### src/rtl/ps2_key_ctrl.sv
// PS/2 keyboard front end: line synchroniser, 11-bit frame receiver with watchdog,
// E0/F0 prefix decoder and a first-word-fall-through event FIFO.
module ps2_key_ctrl #(
    parameter int AW      = 3,
    parameter int TIMEOUT = 50000
) (
    input  logic          clk,
    input  logic          rst,
    input  logic          ps2_clk,
    input  logic          ps2_data,
    input  logic          rd_en,
    input  logic          clr_err,
    output logic [7:0]    key_code,
    output logic          key_ext,
    output logic          key_brk,
    output logic          key_valid,
    output logic [AW:0]   fifo_count,
    output logic          frame_err,
    output logic          overflow
);
    localparam int DEPTH = 1 << AW;
    localparam int WDW   = $clog2(TIMEOUT + 1);

    typedef enum logic {F_IDLE, F_RECV} fstate_t;
    typedef enum logic [1:0] {D_IDLE, D_EXT, D_BRK, D_EXT_BRK} dstate_t;

    logic [1:0]     ps2_clk_sync_q, ps2_data_sync_q;
    logic           ps2_clk_prev_q;
    logic           fe, bit_in;

    fstate_t        fstate_q;
    logic [3:0]     bit_cnt_q;
    logic [7:0]     shift_q;
    logic           parity_q;
    logic [WDW-1:0] wdog_q;
    logic           byte_vld_q;
    logic           frame_err_q;

    dstate_t        dstate_q, dstate_d;
    logic           push, push_ext, push_brk;

    logic [9:0]     mem_q [DEPTH];
    logic [AW-1:0]  wptr_q, rptr_q;
    logic [AW:0]    count_q;
    logic           overflow_q;
    logic           full, pop, wr;
    logic [9:0]     head;

    always_ff @(posedge clk or posedge rst) begin
        if (rst) begin
            ps2_clk_sync_q  <= '0;
            ps2_data_sync_q <= '0;
            ps2_clk_prev_q  <= 1'b0;
        end else begin
            ps2_clk_sync_q  <= {ps2_clk_sync_q[0], ps2_clk};
            ps2_data_sync_q <= {ps2_data_sync_q[0], ps2_data};
            ps2_clk_prev_q  <= ps2_clk_sync_q[1];
        end
    end

    assign fe     = ps2_clk_prev_q & ~ps2_clk_sync_q[1];
    assign bit_in = ps2_data_sync_q[1];

    // Frame receiver; bit_cnt 1-8 data, 9 parity, 10 stop.
    always_ff @(posedge clk or posedge rst) begin
        if (rst) begin
            fstate_q    <= F_IDLE;
            bit_cnt_q   <= '0;
            shift_q     <= '0;
            parity_q    <= 1'b0;
            wdog_q      <= '0;
            byte_vld_q  <= 1'b0;
            frame_err_q <= 1'b0;
        end else begin
            byte_vld_q  <= 1'b0;
            frame_err_q <= frame_err_q & ~clr_err;
            case (fstate_q)
                F_IDLE: begin
                    wdog_q <= '0;
                    if (fe && !bit_in) begin
                        fstate_q  <= F_RECV;
                        bit_cnt_q <= 4'd1;
                    end
                end
                F_RECV: begin
                    if (fe) begin
                        wdog_q    <= '0;
                        bit_cnt_q <= bit_cnt_q + 4'd1;
                        if (bit_cnt_q <= 4'd8) begin
                            shift_q <= {bit_in, shift_q[7:1]};
                        end else if (bit_cnt_q == 4'd9) begin
                            parity_q <= bit_in;
                        end else begin
                            fstate_q  <= F_IDLE;
                            bit_cnt_q <= '0;
                            if ((^{shift_q, parity_q}) && bit_in) begin
                                byte_vld_q <= 1'b1;
                            end else begin
                                frame_err_q <= 1'b1;
                            end
                        end
                    end else if (wdog_q == WDW'(TIMEOUT - 1)) begin
                        wdog_q      <= '0;
                        bit_cnt_q   <= '0;
                        fstate_q    <= F_IDLE;
                        frame_err_q <= 1'b1;
                    end else begin
                        wdog_q <= wdog_q + 1'b1;
                    end
                end
                default: fstate_q <= F_IDLE;
            endcase
        end
    end

    // Push is combinational on byte_vld so the event lands in the FIFO the same cycle.
    always_comb begin
        dstate_d = dstate_q;
        push     = 1'b0;
        push_ext = 1'b0;
        push_brk = 1'b0;
        if (byte_vld_q) begin
            case (dstate_q)
                D_IDLE: begin
                    if (shift_q == 8'hE0)      dstate_d = D_EXT;
                    else if (shift_q == 8'hF0) dstate_d = D_BRK;
                    else                       push = 1'b1;
                end
                D_EXT: begin
                    if (shift_q == 8'hF0) begin
                        dstate_d = D_EXT_BRK;
                    end else if (shift_q != 8'hE0) begin
                        push     = 1'b1;
                        push_ext = 1'b1;
                        dstate_d = D_IDLE;
                    end
                end
                D_BRK: begin
                    push     = 1'b1;
                    push_brk = 1'b1;
                    dstate_d = D_IDLE;
                end
                default: begin
                    push     = 1'b1;
                    push_ext = 1'b1;
                    push_brk = 1'b1;
                    dstate_d = D_IDLE;
                end
            endcase
        end
    end

    always_ff @(posedge clk or posedge rst) begin
        if (rst) dstate_q <= D_IDLE;
        else     dstate_q <= dstate_d;
    end

    assign full = (count_q == (AW + 1)'(DEPTH));
    assign pop  = rd_en && (count_q != '0);
    assign wr   = push && (!full || pop);

    always_ff @(posedge clk) begin
        if (wr) mem_q[wptr_q] <= {push_ext, push_brk, shift_q};
    end

    always_ff @(posedge clk or posedge rst) begin
        if (rst) begin
            wptr_q     <= '0;
            rptr_q     <= '0;
            count_q    <= '0;
            overflow_q <= 1'b0;
        end else begin
            if (wr)  wptr_q <= wptr_q + 1'b1;
            if (pop) rptr_q <= rptr_q + 1'b1;
            if (wr && !pop)      count_q <= count_q + 1'b1;
            else if (!wr && pop) count_q <= count_q - 1'b1;
            overflow_q <= (overflow_q & ~clr_err) | (push & full & ~pop);
        end
    end

    assign head       = mem_q[rptr_q];
    assign key_valid  = (count_q != '0);
    assign key_code   = key_valid ? head[7:0] : 8'h00;
    assign key_brk    = key_valid & head[8];
    assign key_ext    = key_valid & head[9];
    assign fifo_count = count_q;
    assign frame_err  = frame_err_q;
    assign overflow   = overflow_q;
endmodule

### config.mk
export PLATFORM = sky130hd
export DESIGN_NAME = ps2_key_ctrl
export DESIGN_NICKNAME = d
export VERILOG_FILES = /design/src/rtl/ps2_key_ctrl.sv
export SDC_FILE = /design/constraint.sdc
export NUM_CORES = 1
export LEC_CHECK = 0
export CORE_UTILIZATION = 40
export DETAILED_ROUTE_END_ITERATION = 10
export HOLD_SLACK_MARGIN = 0.05
export PLACE_DENSITY = 0.56
export SKIP_LAST_GASP = 1
export SLEW_MARGIN = 10
export SYNTH_ARGS = -nofsm -noshare
export SYNTH_HDL_FRONTEND = slang
export SYNTH_SLANG_ARGS = --single-unit
export TNS_END_PERCENT = 20
### constraint.sdc
create_clock -name clk -period 6.1 [get_ports clk]
set_clock_uncertainty 0.05 [all_clocks]
set_input_delay 1.22 -clock clk [delete_from_list [all_inputs] [get_ports clk]]
set_output_delay 1.22 -clock clk [all_outputs]
set_load 0.01 [all_outputs]
==> summary.txt <==
GRT
  • GRT Util Overall: 15.6%
  • Grt ovf: 0
  • Initial antenna violation count: 0
  • Global-route wire length before repair: 16.2 mm
  • Vias in the first global route: just over 3000
  • Largest net degree at the start of global routing: about 50

Logic synthesis
  • Post-synth cell types: 46
  • Mapped Nets: between 300 and 400
  • Top post-synthesis cells by count: edfxtp_1 (80), dfrtp_1 (50), nor2_1 (39)
  • Number of synthesized register bits: 130
  • Post-Syn Area per Cell: roughly 16 um^2
  • Synth Warn #: 0
  • Synth Flop Type: edfxtp_1
  • Area contributors post-synth: edfxtp_1 (44%), dfrtp_1 (23%), mux4_2 (8.3%)
  • Most common cell in the netlist: edfxtp_1
  • Largest area contributor in the netlist: edfxtp_1
  • Sequential share of the synthesized area: 67.0%
  • Async set-reset flop share out of synthesis: 38.5%
  • Post-synth EDFFs: 80
  • Synth Instances: 350
  • Yosys top cell area share: 44.1%
  • Mapped cell area: 5450 um^2

Clock tree
  • CTS Sinks: 130
  • Clk pin slew, worst setup/hold paths: 0.05 ns
  • CTS Root Cell: clkbuf_16
  • Resize count post-CTS: 0
  • H-tree levels: 4
  • CTS Buf Count: 17
  • Max clock buf depth: 2
  • Worst skew pair latency: 0.41 ns
  • CTS Hold Bufs: 0
  • Post-CTS setup buffer count: 0
  • CTS tree: done

Worst setup path
  • Worst path top cell family by delay: buffers and inverters
  • CP Max Fanout: 12
  • Worst reg2reg setup slack: around 3.3 ns
  • Crit path launch type: flop
  • Reg-to-Reg End: fifo_count[3]
  • Critical Path RT: 4.83 ns
  • WS Path Type: reg2out
  • Crit path arrival time: 2.83 ns
  • WP buf/inv: 2
  • Crit path capture type: output pin
  • Worst R2R Path Depth: 11
  • Reg-to-Reg Start: shift_q[1]
  • CP Cell Sequence: buf_4 > mux4_2 > mux2i_1 > nor2_1 > clkdlybuf4s50_1
  • CP peak stage delay: 0.80 ns
  • CP max-delay cell: dfrtp_1
  • Crit. path cell count: 5

Pwr
  • Power Density: 449 nW/um^2
  • Leakage: 0.00248 uW
  • VDD IR max: about 0.00025 V

Placed design
  • Placed cell area: 5920 um^2
  • DP Worst Slack: 2.38 ns
  • Port Buf Inserts: 22
  • Post-DP HPWL: roughly 6 mm
  • GPL Wtd Cong: 0.698

Routing
  • Vias: 2892
  • Drt total wl: 9.69 mm
  • Vias per cell: around 5.0
  • Residual DRC count: 0
  • DR pass1 iterations: 4
  • Antenna Nets Post-Route: 0
  • Initial DRC Count: 165
  • DR WL/cell: 16.7 um

Status
  • Status: finished clean

Hold path
  • Hold endpoint: ps2_data_sync_q[1]
  • Worst Hold Class: reg2reg
  • Worst hold start: ps2_data_sync_q[0]
  • Hold path cells: 0

Floorplan
  • Starting density of the core: 41.1%
  • Die ar.: roughly 14000 um^2
  • Die Wd: 119 um
  • Core area: 13200 um^2
  • Io pins: 23
  • Site Rows: 42
  • Chip Height: 119 um

Finish
  • Final #Nets: ~410
  • Layout cells sized above 1: between 10% and 20%
  • Fillcell total: 1166
  • Diode count: 0
  • Final Instance Area: 6490 um^2
  • Area grow syn2layout: 19.2%

STA
  • Fmax: 244 MHz
  • Final setup fails: 0
  • Setup ws final: 2.00 ns
  • Final worst path period share: 67.2%
  • Final hold slack: 0.299 ns
  • Worst slew margin: 29.9%
  • Final hold violation count: 0
  • Slew Viols, Final: 0
  • Post-route minimum period: 4.10 ns
  • RSZ-0062 raised after global routing: no
  • Slew @ Worst Pin: 1.05 ns
  • Post-route setup TNS: 0 ns

Flow run
  • Maxcap violations: 0
cell families (layout without fill, tap and decap cells):
| group | after synthesis | in the layout | share of synthesized area, % |
|---|---|---|---|
| xor gates and xnor gates | 29 | 29 | 4.91 |
| and+or+nand+nor | 95 | 95 | 8.77 |
| adders and majority gates | 10 | 10 | 2.43 |
| AOI/OAI and AO/OA | 24 | 24 | 3.05 |
| buffers and inverters | 22 | 75 | 1.61 |
| DFF | 130 | 130 | 67.0 |
| muxes | 40 | 40 | 12.2 |
how the worst max path moves through the flow:
stage,to,startpoint,slack (ns)
floorplan,fifo_count[3],rd_en,3.10
global placement,key_code[6],rptr_q[0],2.40
detailed placement,key_code[6],rptr_q[0],2.38
CTS,key_code[6],rptr_q[0],1.92
global route,key_code[4],rptr_q[0],1.78
finish,key_code[2],rptr_q[0],2.00
cell usage in the layout (no fill, tap or decap), drive strengths merged, types with 9 or more instances in the layout:
cell,instances
edfxtp,80
dfrtp,50
nor2,39
clkdlybuf4s50,22
mux4,20
clkbuf,19
xnor2,15
inv,14
nand2,13
xor2,13
nand3,10
mux2i,10
mux2,10
ha,9
clkinv,9
per-layer routing:
layer / global-route usage (%) / part of all wire [%] / wire length [um] / vias up
met5: 0 / 0 / 0 / -
met4: 6.41 / 1.3 / 127 / 0
met3: 4.73 / 3.6 / 351 / 10
met1: 19.9 / 47 / 4510 / 1461
li1: - / - / - / 1380
met2: 24.7 / 48 / 4690 / 41
state kept, by name (all words and copies together) (netlist names):
name / count
mem_q: 80
wdog_q: 16
shift_q: 8
bit_cnt_q: 4
fifo_count: 4
rptr_q: 3
wptr_q: 3
dstate_q: 2
ps2_clk_sync_q: 2
ps2_data_sync_q: 2
byte_vld_q: 1
frame_err: 1
fstate_q: 1
overflow: 1
parity_q: 1
ps2_clk_prev_q: 1
final cells by class:
cell class	count	area, um^2	area share (%)
inverters	14	52.6	0.809
flip-flops and latches	130	3650	56.3
well taps	176	220	3.39
clock inverters	12	141	2.18
clock buffers	19	433	6.67
repair buffers	30	280	4.32
multi-input cells	198	1710	26.4
through the flow:
| stage | util (%) | total power [uW] | instances |
|---|---|---|---|
| final | 49.0 | 2920 | 579 |
| after CTS | 49.0 | 2960 | 579 |
| after floorplan | - | 1690 | 350 |
| after global routing | 49.0 | 3080 | 579 |
| after global placement | 44.7 | 1960 | 548 |
| after detailed placement | 44.7 | 1970 | 548 |
report_power, final:
| group | total, uW | leakage, uW | internal, uW | switching (uW) |
|---|---|---|---|---|
| sequential | 1260 | 0.00140 | 1060 | 201 |
| combinational | 675 | 0.000796 | 414 | 261 |
| clock | 983 | 0.000288 | 634 | 349 |
| total | 2920 | 0.00248 | 2110 | 811 |
Note: power is estimated with default switching activity, not from simulation.
